## config.mk

```make
export PLATFORM = sky130hd
export DESIGN_NAME = hazard_ctrl
export DESIGN_NICKNAME = d
export VERILOG_FILES = /design/src/rtl/hazard_ctrl_pkg.sv /design/src/rtl/hazard_ctrl_load_use.sv /design/src/rtl/hazard_ctrl.sv
export SDC_FILE = /design/constraint.sdc
export NUM_CORES = 1
export LEC_CHECK = 0
export CAP_MARGIN = 10
export CORE_UTILIZATION = 60
export DETAILED_ROUTE_END_ITERATION = 10
export DONT_BUFFER_PORTS = 1
export GPL_ROUTABILITY_DRIVEN = 0
export HOLD_SLACK_MARGIN = 0.02
export PLACE_DENSITY = 0.84
export SLEW_MARGIN = 10
export SYNTH_ARGS = -nofsm -noshare
export SYNTH_HDL_FRONTEND = slang
export SYNTH_HIERARCHICAL = 1
export SYNTH_SLANG_ARGS = --single-unit
```

## constraint.sdc

```tcl
create_clock -name clk -period 4.5 [get_ports clk]
set_input_delay 0.9 -clock clk [delete_from_list [all_inputs] [get_ports clk]]
set_output_delay 0.9 -clock clk [all_outputs]
set_load 0.01 [all_outputs]
```

## src/rtl/hazard_ctrl_pkg.sv

```systemverilog
// Shared pipeline package for the hazard controller.
// Holds the per-stage stall/flush record, the whole-pipeline hazard bundle
// (fetch->F/D, decode->D/E, execute->E/M, memory->M/W), the redirect FSM
// state enum, and a saturating increment helper for the event counters.
package hazard_ctrl_pkg;

    localparam int CNT_W = 16;
    localparam int REG_W = 5;

    typedef struct packed {
        logic stall;
        logic flush;
    } hazard_data_item_t;

    typedef struct packed {
        hazard_data_item_t fetch;
        hazard_data_item_t decode;
        hazard_data_item_t execute;
        hazard_data_item_t memory;
    } hazard_data_t;

    typedef enum logic {
        RUN   = 1'b0,
        DRAIN = 1'b1
    } hz_state_t;

    // Increment by one, sticking at all-ones instead of wrapping.
    function automatic logic [CNT_W-1:0] sat_inc(input logic [CNT_W-1:0] v);
        return (v == {CNT_W{1'b1}}) ? v : v + CNT_W'(1);
    endfunction

endpackage

```

## src/rtl/hazard_ctrl_load_use.sv

```systemverilog
// load_use_detect: flags a load in execute whose destination feeds a source
// operand of the instruction in decode. Register 0 is hardwired to zero and
// never creates a dependency.
// Ports: d_rs, d_rt (decode sources), e_write_reg, e_mem_to_reg (execute
// load destination), load_use (hazard flag, combinational).
module load_use_detect
    import hazard_ctrl_pkg::*;
(
    input  logic [REG_W-1:0] d_rs,
    input  logic [REG_W-1:0] d_rt,
    input  logic [REG_W-1:0] e_write_reg,
    input  logic             e_mem_to_reg,
    output logic             load_use
);

    assign load_use = e_mem_to_reg && (e_write_reg != '0) &&
                      ((e_write_reg == d_rs) || (e_write_reg == d_rt));

endmodule

```

## src/rtl/hazard_ctrl.sv

```systemverilog
// hazard_ctrl: pipeline hazard controller.
// Prioritises data-bus stall > taken branch > load-use > instruction-bus
// stall and drives per-stage stall/flush plus a PC hold. A taken branch that
// lands while an instruction fetch is outstanding enters DRAIN, where the
// wrong-path fetch is discarded until the instruction bus goes idle.
// Ports:
//   clk, reset (async, active-low)
//   d_rs, d_rt, e_write_reg, e_mem_to_reg : load-use operands
//   m_branch_taken, i_busy, d_busy         : pipeline events
//   hazard, pc_stall                       : combinational controls
//   redirect_pending                       : FSM is draining a wrong-path fetch
//   stall_cycles, flush_events             : saturating event counters
module hazard_ctrl
    import hazard_ctrl_pkg::*;
(
    input  logic             clk,
    input  logic             reset,
    input  logic [REG_W-1:0] d_rs,
    input  logic [REG_W-1:0] d_rt,
    input  logic [REG_W-1:0] e_write_reg,
    input  logic             e_mem_to_reg,
    input  logic             m_branch_taken,
    input  logic             i_busy,
    input  logic             d_busy,
    output hazard_data_t     hazard,
    output logic             pc_stall,
    output logic             redirect_pending,
    output logic [CNT_W-1:0] stall_cycles,
    output logic [CNT_W-1:0] flush_events
);

    hz_state_t    state, state_next;
    hazard_data_t hz;
    logic         stall_pc;
    logic         flush_evt;
    logic         load_use;

    load_use_detect u_load_use_detect (
        .d_rs         (d_rs),
        .d_rt         (d_rt),
        .e_write_reg  (e_write_reg),
        .e_mem_to_reg (e_mem_to_reg),
        .load_use     (load_use)
    );

    always_ff @(posedge clk or negedge reset) begin
        if (!reset) begin
            state        <= RUN;
            stall_cycles <= '0;
            flush_events <= '0;
        end else begin
            state <= state_next;
            if (pc_stall)  stall_cycles <= sat_inc(stall_cycles);
            if (flush_evt) flush_events <= sat_inc(flush_events);
        end
    end

    always_comb begin
        hz         = '0;
        stall_pc   = 1'b0;
        flush_evt  = 1'b0;
        state_next = state;
        case (state)
            RUN: begin
                if (d_busy) begin
                    // Freeze the front of the pipe, bubble into M/W.
                    stall_pc          = 1'b1;
                    hz.fetch.stall    = 1'b1;
                    hz.decode.stall   = 1'b1;
                    hz.execute.stall  = 1'b1;
                    hz.memory.flush   = 1'b1;
                end else if (m_branch_taken) begin
                    hz.fetch.flush    = 1'b1;
                    hz.decode.flush   = 1'b1;
                    hz.execute.flush  = 1'b1;
                    flush_evt         = 1'b1;
                    // Fetch in flight is on the wrong path; hold PC and drain it.
                    if (i_busy) begin
                        stall_pc   = 1'b1;
                        state_next = DRAIN;
                    end
                end else if (load_use) begin
                    stall_pc          = 1'b1;
                    hz.fetch.stall    = 1'b1;
                    hz.decode.flush   = 1'b1;
                end else if (i_busy) begin
                    stall_pc          = 1'b1;
                    hz.fetch.flush    = 1'b1;
                end
            end
            DRAIN: begin
                // F/D is flushed every draining cycle, so fetch never stalls here.
                stall_pc       = 1'b1;
                hz.fetch.flush = 1'b1;
                if (d_busy) begin
                    hz.decode.stall  = 1'b1;
                    hz.execute.stall = 1'b1;
                    hz.memory.flush  = 1'b1;
                end else if (m_branch_taken) begin
                    hz.decode.flush  = 1'b1;
                    hz.execute.flush = 1'b1;
                    flush_evt        = 1'b1;
                end else if (load_use) begin
                    hz.decode.flush  = 1'b1;
                end
                // A fresh redirect keeps us draining; otherwise leave once the bus is idle.
                if (!i_busy && !(m_branch_taken && !d_busy))
                    state_next = RUN;
            end
            default: state_next = RUN;
        endcase
    end

    // Controls are forced quiet while reset is held.
    assign hazard           = reset ? hz : '0;
    assign pc_stall         = reset & stall_pc;
    assign redirect_pending = (state == DRAIN);

endmodule

```

# Word-level counts from Yosys, hierarchy flattened
# Cells that the tools add are included.
[totals]
out_inout_bits = 42
input_bits = 21
reg_bits = 33
wordCells = 47
[op_classes]
muxes = 23
bitwise_logic = 4
add_sub_neg = 2
n_reduce_logical = 11
n_eq_ne = 4
[ops]
columns = ["operator", "n"]
rows = [
  ["16-bit by 1-bit adder with 16-bit output, second input constant", 2],
  ["16-bit equality test, second input constant", 2],
  ["1-bit 2-to-1 mux", 19],
  ["5-bit equality test", 2],
  ["5-bit case mux with 2 select lines", 1],
  ["8-bit 2-to-1 mux", 1],
  ["5-bit nonzero test", 1],
  ["1-bit logical AND", 4],
  ["1-bit case mux with 2 select lines", 2],
  ["2-bit AND reduction", 2],
  ["1-bit logical NOT", 3],
  ["1-bit inverter", 3],
  ["1-bit bitwise AND", 1],
  ["1-bit logical OR", 1],
]

# Longest topological paths before layout
[logic_depth]
word_depth = 9
mapped_depth = 8
ltp_nobuf = 8

# Modules after synthesis
# Netlist, hierarchy kept.
[modules_own_cells]
columns = ["mod", "cells_each", "instances", "seq_area_each_um2", "area_each_um2"]
rows = [
  ["hazard_ctrl", 161, 1, 825.8, 1751.7],
  ["load_use_detect", 17, 1, 0.0, 125.1],
]

# Worst setup path before layout
# No wires, ideal clock.
[synth_path]
kind = "input to output"
from = "in e_write_reg[1]"
to = "out pc_stall"
t_arrival_ps = 2272
slack_ps = 1328
path_stages = 6
path_buffers = 0
required_time_ps = 3600
path_cell_list = "or4_1 o21ai_1 a21oi_1 nor2b_2 o31ai_4 inv_1"
[synth_via]
elab_chain_cells = 8
elab_cells_between_ends = 11
cone_classes = "eq/ne: 2; mux: 4; bitwise: 1; reduce/logical: 4"
[synth_lines]
columns = ["item", "line", "rtl"]
rows = [
  ["from (decl)", "hazard_ctrl.sv:20", "input logic [REG_W-1:0] e_write_reg,"],
  ["5-bit equality test or 5-bit nonzero test (tied branches)", "hazard_ctrl_load_use.sv:17, hazard_ctrl_load_use.sv:16", ""],
  ["1-bit logical OR or 1-bit logical AND (tied branches)", "hazard_ctrl_load_use.sv:17, hazard_ctrl_load_use.sv:16", ""],
  ["1-bit logical AND *", "hazard_ctrl_load_use.sv:16", "assign load_use = e_mem_to_reg && (e_write_reg != '0) &&"],
  ["net load_use", "hazard_ctrl.sv:36", "logic load_use;"],
  ["1-bit 2-to-1 mux *", "hazard_ctrl.sv:82", "end else if (load_use) begin"],
  ["1-bit 2-to-1 mux *", "hazard_ctrl.sv:72", "end else if (m_branch_taken) begin"],
  ["1-bit 2-to-1 mux *", "hazard_ctrl.sv:65", "if (d_busy) begin"],
  ["1-bit case mux with 2 select lines *", "hazard_ctrl.sv:63", "case (state)"],
  ["1-bit bitwise AND *", "hazard_ctrl.sv:116", "assign pc_stall = reset & stall_pc;"],
  ["to (decl)", "hazard_ctrl.sv:26", "output logic pc_stall,"],
]
# Mark *: on every way through the listed nets, which the timed path passes. The rest lies on a longest branch.

# Final worst setup path
# Same ends and word-level chain as after synthesis.

==> flow_summary.json <==
{
  "flow.area_growth_from_synthesis_pct": 5.13,
  "first_pass_iters": 9,
  "met3_length_um": 249,
  "cp_data_required_time_ns": 3.60,
  "vias_per_cell": 6.27,
  "clock_tree.root_cell": "clkbuf_4",
  "power_switching_share_pct": 33.3,
  "die_height_um": 57.9,
  "mostFrequentLayoutCell": "dfrtp_1",
  "avgRoutedWirePerCell_um": 16.4,
  "synth_seq_area_share_pct": 44.0,
  "hpwl_mm": 2.62,
  "internal-power_mw": 0.556,
  "maxCapViolations": 0,
  "dieArea_um2": 3360,
  "power.total_mw": 0.834,
  "critical-path-slowest-cell": "or4_1",
  "startpoint_type": "primary input",
  "commonest_cells_after_routing_fill_and_taps_aside": "dfrtp_1, xor2_1, nor3_1",
  "syn_avg_cell_area_um2": 10.5,
  "cp_cell_sequence": "or4_1 -> o21ai_1 -> a21oi_1 -> nor2b_2 -> o31ai_4 -> inv_1",
  "cts_buffers": 5,
  "power-per-cell-area_nw_per_um2": 423,
  "ctsHoldBuffers": 0,
  "grt_start_max_net_pins": 41,
  "yosys_warnings": 6,
  "clock_tree.buffer_depth": 2,
  "count_of_flip_flops_with_a_built_in_enable_after_synthesis": 0,
  "grt.overflow.total": 0,
  "worst_path_largest_cell_delay_ns": 0.51,
  "antenna_cells": 0,
  "slew_violations": 0,
  "drc": 4,
  "die_x_um": 57.9,
  "p_sw_mw": 0.278,
  "grt_pass1_vias": 1347,
  "violations_in_the_final_reports": "design-rule violations",
  "finalSetupTns_ns": 0,
  "post_cts_resized": 0,
  "final_setup_fails": 0,
  "fmax_mhz": 300,
  "fillCellCount": 227,
  "worst_slew_pin_slew_ns": 0.858,
  "worst_clock_skew_ns": 0.0111,
  "rsz_0062_raised_after_global_routing": "no",
  "ys_ff_latch": 33,
  "routedLengthMet1_mm": 1.50,
  "yosys-top-cells-area": "dfrtp_1, xor2_1, nor3_1, xnor2_1, nand3_1",
  "power.static_leakage_nw": 0.919,
  "number_of_routed_nets_with_antenna_violations": 0,
  "cp_data_arrival_time_ns": 2.43,
  "cts.sinks": 33,
  "met2_wirelength_mm": 1.71,
  "placement.io_buffers": 0,
  "worst_setup_path_end_kind": "output port",
  "power.combinational.fraction_pct": 16.3,
  "final_net_count": 204,
  "final_layout_size_suffix_gt1_share_pct": 11.0,
  "tritoncts": "done",
  "post_synthesis_cells": 178,
  "clock_tree.htree_level_count": 2,
  "critPathKind": "primary input to output port",
  "initial_core_util_pct": 65.8,
  "status": "complete, but fails checks",
  "synth_largest_type_area_fraction_pct": 44.0,
  "synth.cell_area_um2": 1880,
  "cts_post_setup_buffers_inserted": 0,
  "critical_path_peak_fanout": 10,
  "grt_first_pass_wirelength_mm": 5.81,
  "grtUsageTotal_pct": 22.8,
  "count_of_boundary_i_o_pins": 63,
  "layout_min_cycle_time_ns": 3.33,
  "power.ir.vdd_worst_v": 0.000274,
  "period_share_pct": 74.1,
  "sequential_cell_area_um2": 826,
  "worst_hold_path_type": "primary input to asynchronous set/reset pin",
  "antenna_found_initial": 0,
  "source_to_sink_clock_delay_at_the_later_pin_of_the_worst_skew_pair_ns": 0.33,
  "number_of_nets_produced_by_synthesis": 201,
  "synth-async-reset-ratio_pct": 100,
  "drt_wl_total_mm": 3.49,
  "num_vias": 1335,
  "seq_power_share_pct": 56.2,
  "clk_pin_slew_worst_paths_ns": 0.10,
  "synth_area_leader_cell": "dfrtp_1",
  "clkPwrFrac_pct": 27.5,
  "primary_flip_flop_cell_chosen_by_synthesis_mapping": "dfrtp_1",
  "area_of_combinational_cells_with_multiple_inputs_um2": 1010,
  "final-hold-violation-count": 0,
  "slew_headroom_pct": 41.9,
  "floorplan.core_area_um2": 2850,
  "top_signal_layer_used": "met4",
  "drt_first_iter_violations": 35,
  "rows": 19,
  "synth.distinct_cells": 41
}
==> final cells by class <==
class,count,share of cell area [%]
clock inverter,1,1.52
inverter,4,0.761
multi-input combinational,137,51.1
tap,31,1.97
sequential,33,41.9
clock buffer,7,2.79
==> layer usage <==
layer | vias to the layer above | track usage, %
met5 | - | 0
met4 | 0 | 8.16
met3 | 5 | 8.71
met2 | 50 | 39.1
met1 | 638 | 26.0
li1 | 642 | -
==> worst max-delay path, delay by kind of cell <==
kind,cells,cell delay [ns]
compound gates,3,0.68
buf+inv,1,0.16
simple gates,2,0.70
==> synthesized netlist by cell type, types with 3 or more instances <==
| library cell | instances |
|---|---|
| dfrtp_1 | 33 |
| xor2_1 | 28 |
| nor3_1 | 14 |
| nand2_1 | 11 |
| nand3_1 | 11 |
| xnor2_1 | 8 |
| and3_1 | 7 |
| nand4_1 | 7 |
| nor4_1 | 7 |
| nor2_1 | 5 |
| inv_1 | 4 |
| nor3b_1 | 4 |
| buf_4 | 3 |
| mux2_2 | 3 |
==> stage by stage <==
stage	std cells	area (µm²)	util, %	setup WS, ns	hold slack, ns
after global routing	213	1970	69.2	1.05	0.217
after CTS	213	1970	69.2	1.16	0.229
after detailed placement	205	1890	66.2	1.17	0.551
final	213	1970	69.2	1.17	0.246
after global placement	205	1890	66.2	1.24	0.550
after floorplan	178	1880	-	1.33	0.522
==> power by group through the flow <==
stage / combinational, mW / clock, mW / sequential [mW]
floorplan: 0.118 / 0 / 0.453
finish: 0.136 / 0.229 / 0.469
global route: 0.153 / 0.246 / 0.479
global placement: 0.127 / 0 / 0.470
detailed placement: 0.137 / 0 / 0.475
CTS: 0.137 / 0.236 / 0.470
==> state kept, by name (all words and copies together), names as in the netlist <==
| name | count |
|---|---|
| flush_events | 16 |
| redirect_pending | 1 |
| stall_cycles | 16 |
==> cells by family (layout without fill, tap and decap cells) <==
logic type	count (synthesis)	in the layout	synth area share, %
adders and majority gates	3	3	1.87
muxes	6	6	3.80
AOI/OAI and AO/OA	7	7	3.07
xor gates and xnor gates	36	36	16.8
other	1	1	0.200
and+or+nand+nor	84	84	28.0
DFF	33	33	44.0
buffers and inverters	8	12	2.27
==> final timing paths <==
path                                              startpoint                           end  slack (ns)  cells after the start
worst max register to register   stall_cycles[1]$_DFFE_PN0P_   stall_cycles[1]$_DFFE_PN0P_        2.49                      5
worst min-delay path                                   reset   stall_cycles[2]$_DFFE_PN0P_        0.25                      0
max in group asynchronous                              reset   stall_cycles[0]$_DFFE_PN0P_        4.16                      0
worst min register to register  flush_events[15]$_DFFE_PN0P_  flush_events[15]$_DFFE_PN0P_        0.56                      1
min in group clk                flush_events[15]$_DFFE_PN0P_  flush_events[15]$_DFFE_PN0P_        0.56                      1
worst max-delay path                          e_write_reg[1]                      pc_stall        1.17                      6
No activity file was read; power rests on OpenSTA's default activity.
